===== src/rtl/mips_ctrl_pkg.sv =====
// rtl/mips_ctrl_pkg.sv - shared states, opcode/funct constants and ALU codes for the multicycle controller
package mips_ctrl_pkg;

    typedef enum logic [3:0] {
        S_FETCH    = 4'd0,
        S_DECODE   = 4'd1,
        S_MEMADR   = 4'd2,
        S_MEMREAD  = 4'd3,
        S_MEMWB    = 4'd4,
        S_MEMWRITE = 4'd5,
        S_EXECUTE  = 4'd6,
        S_ALUWB    = 4'd7,
        S_BRANCH   = 4'd8,
        S_IMMEX    = 4'd9,
        S_IMMWB    = 4'd10,
        S_JUMP     = 4'd11
    } state_t;

    localparam logic [5:0] OP_RTYPE = 6'b000000;
    localparam logic [5:0] OP_LW    = 6'b100011;
    localparam logic [5:0] OP_SW    = 6'b101011;
    localparam logic [5:0] OP_BEQ   = 6'b000100;
    localparam logic [5:0] OP_BNE   = 6'b000101;
    localparam logic [5:0] OP_ADDI  = 6'b001000;
    localparam logic [5:0] OP_ANDI  = 6'b001100;
    localparam logic [5:0] OP_ORI   = 6'b001101;
    localparam logic [5:0] OP_J     = 6'b000010;

    localparam logic [5:0] F_ADD = 6'b100000;
    localparam logic [5:0] F_SUB = 6'b100010;
    localparam logic [5:0] F_AND = 6'b100100;
    localparam logic [5:0] F_OR  = 6'b100101;
    localparam logic [5:0] F_SLT = 6'b101010;
    localparam logic [5:0] F_MUL = 6'b011100;

    localparam logic [2:0] ALU_AND = 3'b000;
    localparam logic [2:0] ALU_OR  = 3'b001;
    localparam logic [2:0] ALU_ADD = 3'b010;
    localparam logic [2:0] ALU_SUB = 3'b100;
    localparam logic [2:0] ALU_MUL = 3'b101;
    localparam logic [2:0] ALU_SLT = 3'b110;

    localparam logic [1:0] ALUOP_ADD   = 2'b00;
    localparam logic [1:0] ALUOP_SUB   = 2'b01;
    localparam logic [1:0] ALUOP_FUNCT = 2'b10;
    localparam logic [1:0] ALUOP_IMM   = 2'b11;

    // Successor of DECODE; an undecodable opcode returns S_FETCH, which no legal opcode does.
    function automatic state_t decode_next(input logic [5:0] op, input logic ext_isa);
        state_t nxt;
        case (op)
            OP_LW, OP_SW: nxt = S_MEMADR;
            OP_RTYPE:     nxt = S_EXECUTE;
            OP_BEQ:       nxt = S_BRANCH;
            OP_BNE:       nxt = ext_isa ? S_BRANCH : S_FETCH;
            OP_ADDI:      nxt = S_IMMEX;
            OP_ANDI,
            OP_ORI:       nxt = ext_isa ? S_IMMEX : S_FETCH;
            OP_J:         nxt = S_JUMP;
            default:      nxt = S_FETCH;
        endcase
        return nxt;
    endfunction

endpackage


===== src/rtl/alu_decoder.sv =====
// rtl/alu_decoder.sv - maps FSM alu_op and funct to a 3-bit ALU operation code
module alu_decoder
    import mips_ctrl_pkg::*;
#(
    parameter bit EXT_ISA = 1'b1
) (
    input  logic [1:0] alu_op,
    input  logic [5:0] funct,
    output logic [2:0] alu_control
);

    // Unknown R-type funct falls back to add without flagging anything.
    always_comb begin
        alu_control = ALU_ADD;
        case (alu_op)
            ALUOP_ADD: alu_control = ALU_ADD;
            ALUOP_SUB: alu_control = ALU_SUB;
            ALUOP_FUNCT: begin
                case (funct)
                    F_ADD:   alu_control = ALU_ADD;
                    F_SUB:   alu_control = ALU_SUB;
                    F_SLT:   alu_control = ALU_SLT;
                    F_MUL:   alu_control = ALU_MUL;
                    F_AND:   alu_control = EXT_ISA ? ALU_AND : ALU_ADD;
                    F_OR:    alu_control = EXT_ISA ? ALU_OR : ALU_ADD;
                    default: alu_control = ALU_ADD;
                endcase
            end
            ALUOP_IMM: alu_control = (funct == F_OR) ? ALU_OR : ALU_AND;
            default:   alu_control = ALU_ADD;
        endcase
    end

endmodule


===== src/rtl/multicycle_control_unit.sv =====
// rtl/multicycle_control_unit.sv - multicycle MIPS controller FSM with memory handshake
module multicycle_control_unit
    import mips_ctrl_pkg::*;
#(
    parameter bit MEM_HANDSHAKE = 1'b1,
    parameter bit EXT_ISA       = 1'b1,
    parameter int ALUCTRL_W     = 3
) (
    input  logic                 clk,
    input  logic                 rst_n,
    input  logic [5:0]           opcode,
    input  logic [5:0]           funct,
    input  logic                 zero,
    input  logic                 mem_ready,
    output logic                 mem_req,
    output logic                 iord,
    output logic                 ir_write,
    output logic                 mem_write,
    output logic                 mem_to_reg,
    output logic                 reg_dst,
    output logic                 reg_write,
    output logic                 alu_src_a,
    output logic [1:0]           alu_src_b,
    output logic                 zero_ext,
    output logic [1:0]           pc_src,
    output logic                 pc_en,
    output logic [ALUCTRL_W-1:0] alu_control,
    output logic                 illegal_op
);

    state_t     state;
    logic       ready;
    logic       is_bne;
    logic       is_imm_logic;
    logic [1:0] alu_op;
    logic       alu_active;
    logic [5:0] dec_funct;
    logic [2:0] dec_control;

    // Without the handshake every memory access completes in one cycle.
    assign ready        = MEM_HANDSHAKE ? mem_ready : 1'b1;
    // The instruction register is stable after FETCH, so opcode can steer later states.
    assign is_bne       = (opcode == OP_BNE);
    assign is_imm_logic = EXT_ISA && ((opcode == OP_ANDI) || (opcode == OP_ORI));

    // State sequencing; reset aborts any instruction straight back to FETCH.
    always_ff @(posedge clk or negedge rst_n) begin
        if (!rst_n) begin
            state <= S_FETCH;
        end else begin
            case (state)
                S_FETCH:    if (ready) state <= S_DECODE;
                S_DECODE:   state <= decode_next(opcode, EXT_ISA);
                S_MEMADR:   state <= (opcode == OP_SW) ? S_MEMWRITE : S_MEMREAD;
                S_MEMREAD:  if (ready) state <= S_MEMWB;
                S_MEMWB:    state <= S_FETCH;
                S_MEMWRITE: if (ready) state <= S_FETCH;
                S_EXECUTE:  state <= S_ALUWB;
                S_ALUWB:    state <= S_FETCH;
                S_BRANCH:   state <= S_FETCH;
                S_IMMEX:    state <= S_IMMWB;
                S_IMMWB:    state <= S_FETCH;
                S_JUMP:     state <= S_FETCH;
                default:    state <= S_FETCH;
            endcase
        end
    end

    // ALU operation class per state; IMMWB keeps the IMMEX selection stable.
    always_comb begin
        alu_op     = ALUOP_ADD;
        alu_active = 1'b0;
        case (state)
            S_FETCH, S_DECODE, S_MEMADR: alu_active = 1'b1;
            S_EXECUTE: begin
                alu_active = 1'b1;
                alu_op     = ALUOP_FUNCT;
            end
            S_BRANCH: begin
                alu_active = 1'b1;
                alu_op     = ALUOP_SUB;
            end
            S_IMMEX, S_IMMWB: begin
                alu_active = 1'b1;
                alu_op     = is_imm_logic ? ALUOP_IMM : ALUOP_ADD;
            end
            default: ;
        endcase
    end

    // Immediate-logic ops reuse the decoder's and/or selection through a synthetic funct.
    assign dec_funct = (alu_op == ALUOP_IMM) ? ((opcode == OP_ORI) ? F_OR : F_AND) : funct;

    alu_decoder #(
        .EXT_ISA(EXT_ISA)
    ) u_alu_decoder (
        .alu_op     (alu_op),
        .funct      (dec_funct),
        .alu_control(dec_control)
    );

    assign alu_control = (alu_active && rst_n) ? ALUCTRL_W'(dec_control) : '0;

    // Moore decode of datapath controls; memory-gated strobes follow ready, all forced low in reset.
    always_comb begin
        mem_req    = 1'b0;
        iord       = 1'b0;
        ir_write   = 1'b0;
        mem_write  = 1'b0;
        mem_to_reg = 1'b0;
        reg_dst    = 1'b0;
        reg_write  = 1'b0;
        alu_src_a  = 1'b0;
        alu_src_b  = 2'b00;
        zero_ext   = 1'b0;
        pc_src     = 2'b00;
        pc_en      = 1'b0;
        illegal_op = 1'b0;
        case (state)
            S_FETCH: begin
                mem_req   = 1'b1;
                alu_src_b = 2'b01;
                ir_write  = ready;
                pc_en     = ready;
            end
            S_DECODE: begin
                alu_src_b  = 2'b11;
                illegal_op = (decode_next(opcode, EXT_ISA) == S_FETCH);
            end
            S_MEMADR: begin
                alu_src_a = 1'b1;
                alu_src_b = 2'b10;
            end
            S_MEMREAD: begin
                mem_req = 1'b1;
                iord    = 1'b1;
            end
            S_MEMWB: begin
                reg_write  = 1'b1;
                mem_to_reg = 1'b1;
            end
            S_MEMWRITE: begin
                mem_req   = 1'b1;
                iord      = 1'b1;
                mem_write = 1'b1;
            end
            S_EXECUTE: begin
                alu_src_a = 1'b1;
            end
            S_ALUWB: begin
                reg_write = 1'b1;
                reg_dst   = 1'b1;
            end
            S_BRANCH: begin
                alu_src_a = 1'b1;
                pc_src    = 2'b01;
                pc_en     = is_bne ? ~zero : zero;
            end
            S_IMMEX: begin
                alu_src_a = 1'b1;
                alu_src_b = 2'b10;
                zero_ext  = is_imm_logic;
            end
            S_IMMWB: begin
                reg_write = 1'b1;
                alu_src_a = 1'b1;
                alu_src_b = 2'b10;
                zero_ext  = is_imm_logic;
            end
            S_JUMP: begin
                pc_src = 2'b10;
                pc_en  = 1'b1;
            end
            default: ;
        endcase
        if (!rst_n) begin
            mem_req    = 1'b0;
            iord       = 1'b0;
            ir_write   = 1'b0;
            mem_write  = 1'b0;
            mem_to_reg = 1'b0;
            reg_dst    = 1'b0;
            reg_write  = 1'b0;
            alu_src_a  = 1'b0;
            alu_src_b  = 2'b00;
            zero_ext   = 1'b0;
            pc_src     = 2'b00;
            pc_en      = 1'b0;
            illegal_op = 1'b0;
        end
    end

endmodule


===== config.mk =====
export PLATFORM = sky130hd
export DESIGN_NAME = multicycle_control_unit
export DESIGN_NICKNAME = d
export VERILOG_FILES = /design/src/rtl/mips_ctrl_pkg.sv /design/src/rtl/alu_decoder.sv /design/src/rtl/multicycle_control_unit.sv
export SDC_FILE = /design/constraint.sdc
export NUM_CORES = 1
export LEC_CHECK = 0
export ABC_AREA = 0
export CAP_MARGIN = 20
export CORE_ASPECT_RATIO = 0.75
export CORE_MARGIN = 2
export CORE_UTILIZATION = 35
export CTS_CLUSTER_DIAMETER = 30
export CTS_CLUSTER_SIZE = 30
export DETAILED_ROUTE_END_ITERATION = 6
export GPL_TIMING_DRIVEN = 1
export PLACE_DENSITY_LB_ADDON = 0.08
export SLEW_MARGIN = 20
export SYNTH_ARGS = -nofsm -noshare
export SYNTH_HDL_FRONTEND = slang
export SYNTH_SLANG_ARGS = --single-unit

===== constraint.sdc =====
create_clock -name clk -period 1.8 [get_ports clk]
set_clock_uncertainty 0.2 [all_clocks]
set_input_delay 0.18 -clock clk [delete_from_list [all_inputs] [get_ports clk]]
set_output_delay 0.18 -clock clk [all_outputs]
set_load 0.05 [all_outputs]

==> flow_metrics.env, run 1 <==
export IMPL_syn_num_nets=132
export IMPL_synth_cell_types=42
export IMPL_clk_path_buf_depth=2
export IMPL_die_height_um=44.2
export IMPL_yosysTopAreaCell="dfrtp_1"
export IMPL_syn_area_um2=753
export IMPL_clock_sinks=4
export IMPL_dp_hpwl_um=2640
export IMPL_initial_core_util_pct=37.4
export IMPL_portBuffers=33
export IMPL_fp_dieW_um=57.6
export IMPL_cts_resized=54
export IMPL_htreeDepth=1
export IMPL_syn_inst=116
export IMPL_place_congestion=0.867
export IMPL_ys_ff_latch=4
export IMPL_synth_area_top_cells="dfrtp_1 (13%), nor2b_1 (6.6%), nor2_1 (6.0%), nand2_1 (5.5%), nor3_1 (5.3%)"
export IMPL_postCtsHoldBufs=2
export IMPL_haltStage="clock tree synthesis (4_1_cts)"
export IMPL_io_pins=34
export IMPL_postSynthAreaPerCell_um2=6.49
export IMPL_outcome="did not finish"
export IMPL_cts_root_buf="clkbuf_4"
export IMPL_yosysWarnings=0
export IMPL_error="[ERROR DPL-0033] detailed placement checks failed during check placement."
export IMPL_yosysTopAreaCellShare_pct=13.3
export IMPL_yosysSeqAreaShare_pct=13.3
export IMPL_post_cts_buffers=13
export IMPL_std_cell_rows=14
export IMPL_cts_buffers=3
==> synthesized netlist by cell type (all sizes together) <==
library cell	number
a2bb2oi	1
nor4bb	1
a211o	1
nor4	3
a32o	1
a31oi	2
a41oi	1
nor2	12
buf	4
o21a	1
o31a	1
nand2	11
o22a	1
and3	4
clkbuf	3
nand4b	1
o22ai	2
o211ai	2
a22oi	1
nor3	8
a21oi	6
nand3	5
o21ai	2
xor2	1
nand2b	6
o2111ai	1
nor2b	8
xnor2	2
a21o	1
o32ai	1
nand4	1
a21boi	1
inv	7
or3b	1
a211oi	2
nor3b	3
or3	1
o21ba	2
dfrtp	4
==> through the flow <==
stage | util [%] | std cells | setup slack (ns) | hold WS (ns) | area, um2
detailed placement | 82.7 | 197 | -0.374 | 0.350 | 1670
global placement | 82.7 | 197 | -0.302 | 0.350 | 1670
floorplan | - | 116 | -0.205 | -0.316 | 967
==> logic make-up after synthesis <==
kind of cell | count (synthesis) | synth area share, %
AOI/OAI and AO/OA | 30 | 29.7
xor gates and xnor gates | 3 | 3.49
DFF | 4 | 13.3
and+or+nand+nor | 65 | 46.0
buffers and inverters | 14 | 7.47
==> run 2: changes to the inputs <==
- CORE_ASPECT_RATIO: 0.75 -> unset
- CORE_UTILIZATION: 35 -> 20
- CTS_CLUSTER_DIAMETER: 30 -> unset
- CTS_CLUSTER_SIZE: 30 -> unset
- PLACE_DENSITY_LB_ADDON: 0.08 -> 0.15
==> flow_metrics.env, run 2 <==
export IMPL_syn_area_um2=753
export IMPL_drt_initial_drc_count=24
export IMPL_top_regs="state (4)"
export IMPL_synth_area_top_cells="dfrtp_1 (13%), nor2b_1 (6.6%), nor2_1 (6.0%), nand2_1 (5.5%), nor3_1 (5.3%)"
export IMPL_viasPerCell=4.82
export IMPL_antenna_found_initial=0
export IMPL_nFillCells=341
export IMPL_period_minus_slack_ns=1.95
export IMPL_postSynthAreaPerCell_um2=6.49
export IMPL_io_pins=34
export IMPL_grt_ovfl_total=0
export IMPL_power_per_cell_area_nw_per_um2=1140
export IMPL_final_common_cell="buf_4"
export IMPL_fp_dieW_um=65.4
export IMPL_min_path_type="input port to asynchronous set/reset pin"
export IMPL_die_height_um=65.4
export IMPL_synth_cells_most_frequent="nor2_1 (12), nand2_1 (11), nor2b_1 (8), nor3_1 (8), inv_1 (7)"
export IMPL_cts_tree="done"
export IMPL_hold_violations=0
export IMPL_dp_slack_ns=-0.335
export IMPL_route_detailed_drc=0
export IMPL_r2r_end="state[2]$_DFFE_PN0P_"
export IMPL_clkTransAtPathRegs_ns=0.03
export IMPL_htreeDepth=1
export IMPL_synth_cell_types=42
export IMPL_yosysTopAreaCell="dfrtp_1"
export IMPL_portBuffers=33
export IMPL_violations="setup timing"
export IMPL_synth_edf_count=0
export IMPL_yosysSeqAreaShare_pct=13.3
export IMPL_end_kind="output pin"
export IMPL_yosysWarnings=0
export IMPL_period_share_pct=108
export IMPL_criticalPathCategory="flip-flop to output pin"
export IMPL_slew_headroom_pct=79.4
export IMPL_leakagePower_nw=0.839
export IMPL_top_register="state"
export IMPL_syn2layout_area_growth_pct=172
export IMPL_clock_latency_ns=0.22
export IMPL_vias=1185
export IMPL_grt_first_pass_wirelength_um=5580
export IMPL_worst_ep_arrival_time_ns=1.57
export IMPL_yosys_most_used_dff="dfrtp_1"
export IMPL_worstRegToRegCells=4
export IMPL_syn_num_nets=132
export IMPL_std_cell_rows=22
export IMPL_max_clock_freq_ghz=0.512
export IMPL_grt_use_total_pct=16.6
export IMPL_wl_um=3380
export IMPL_clk_path_buf_depth=2
export IMPL_finalNetCount=216
export IMPL_dp_hpwl_um=2540
export IMPL_first_pass_iters=4
export IMPL_drive_gt1_share_pct=62.1
export IMPL_syn_inst=116
export IMPL_die_area_um2=4270
export IMPL_diodes=0
export IMPL_drv_cap=0
export IMPL_postCtsHoldBufs=0
export IMPL_ys_ff_latch=4
export IMPL_core_area_um2=3630
export IMPL_total_power_mw=2.34
export IMPL_irDropWorstVdd_mv=0.468
export IMPL_outcome="finished, violations left"
export IMPL_cts_buffers=3
export IMPL_antenna_left=0
export IMPL_layout_common_cells="buf_4 (45), buf_12 (18), dlygate4sd2_1 (11)"
export IMPL_yosysTopAreaCellShare_pct=13.3
export IMPL_yosysMostFrequentCell="nor2_1"
export IMPL_largest_reg_flops=4
export IMPL_grt_max_degree=12
export IMPL_setup_slack_ns=-0.152
export IMPL_start_kind="flip-flop"
export IMPL_wire_per_inst_um=13.7
export IMPL_critical_path_required_ns=1.42
export IMPL_worst_pin_slew_ns=0.308
export IMPL_place_congestion=0.841
export IMPL_r2r_slack_ns=0.21
export IMPL_r2r_start="state[2]$_DFFE_PN0P_"
export IMPL_cts_root_buf="clkbuf_8"
export IMPL_rsz0062_at_grt="yes"
export IMPL_setup_viol=15
export IMPL_initial_core_util_pct=20.7
export IMPL_slew_violations=0
export IMPL_clock_sinks=4
export IMPL_async_flop_share_pct=100
export IMPL_critPathMaxFanout=6
export IMPL_grt_pass1_vias=1213
run 2: cell counts after synthesis:
No cell type changed its count.
run 2: final cells by class:
| class | count | area [um2] | area share [%] |
|---|---|---|---|
| inverter | 7 | 26.3 | 1.28 |
| clock buffer | 3 | 41.3 | 2.01 |
| sequential | 4 | 105 | 5.12 |
| multi-input combinational | 98 | 895 | 43.6 |
| tap | 48 | 60.1 | 2.93 |
| timing repair buffer | 86 | 925 | 45.1 |
run 2: report_power, final:
group          switching, mW  leakage (nW)  internal (mW)
registers             0.0557        0.0476          0.127
logic                  0.981         0.770          0.992
clock network         0.0461        0.0216          0.143
run 2: what timing repair did:
action | in CTS | in global routing
gates resized for setup | 44 | 10
endpoints found under the setup margin | 19 | 18
cloned | 0 | 0
buffers inserted | 6 | 5
pin swaps | 13 | 4
run 2: through the flow:
stage	hold WS [ns]	cells	setup TNS (ns)	cell area [um2]	utilization, %
global route	0.154	246	-1.97	2050	56.5
finish	0.140	246	-1.11	2050	56.5
CTS	0.132	241	-1.39	1980	54.4
detailed placement	0.357	232	-2.09	1770	48.6
floorplan	-0.316	116	-0.559	967	-
global placement	0.359	232	-1.81	1770	48.6
run 2: kinds of logic after synthesis:
logic type                after synthesis  share of synthesized area, %
DFF                                     4                          13.3
and+or+nand+nor                        65                          46.0
AOI/OAI and AO/OA                      30                          29.7
buffers and inverters                  14                          7.47
xor gates and xnor gates                3                          3.49
run 2: how the worst max path moves through the flow:
| stage | endpoint | from | cells past startpoint |
|---|---|---|---|
| after floorplan | pc_en | state[2]$_DFFE_PN0P_ | 5 |
| after global placement | alu_control[2] | funct[1] | 6 |
| after detailed placement | alu_control[2] | funct[1] | 6 |
| after CTS | mem_req | state[1]$_DFFE_PN0P_ | 7 |
| after global routing | pc_en | state[3]$_DFFE_PN0P_ | 5 |
| final | alu_control[2] | state[3]$_DFFE_PN0P_ | 5 |
run 2: worst max-delay path: stages (launching register included):
cell	delay [ns]
dfrtp_2	0.46
nor2b_4	0.17
buf_6	0.12
and3_4	0.16
nor4_4	0.26
buf_12	0.18
run 2: layer usage:
metal / vias to the layer above / part of all wire [%] / wire [um] / track usage, %
li1: 588 / - / - / -
met1: 568 / 41 / 1380 / 19.0
met2: 25 / 56 / 1880 / 33.3
met3: 4 / 2.7 / 90 / 0.685
met4: 0 / 0.77 / 26 / 3.91
met5: - / 0 / 0 / 0
No activity file was read; power rests on OpenSTA's default activity.
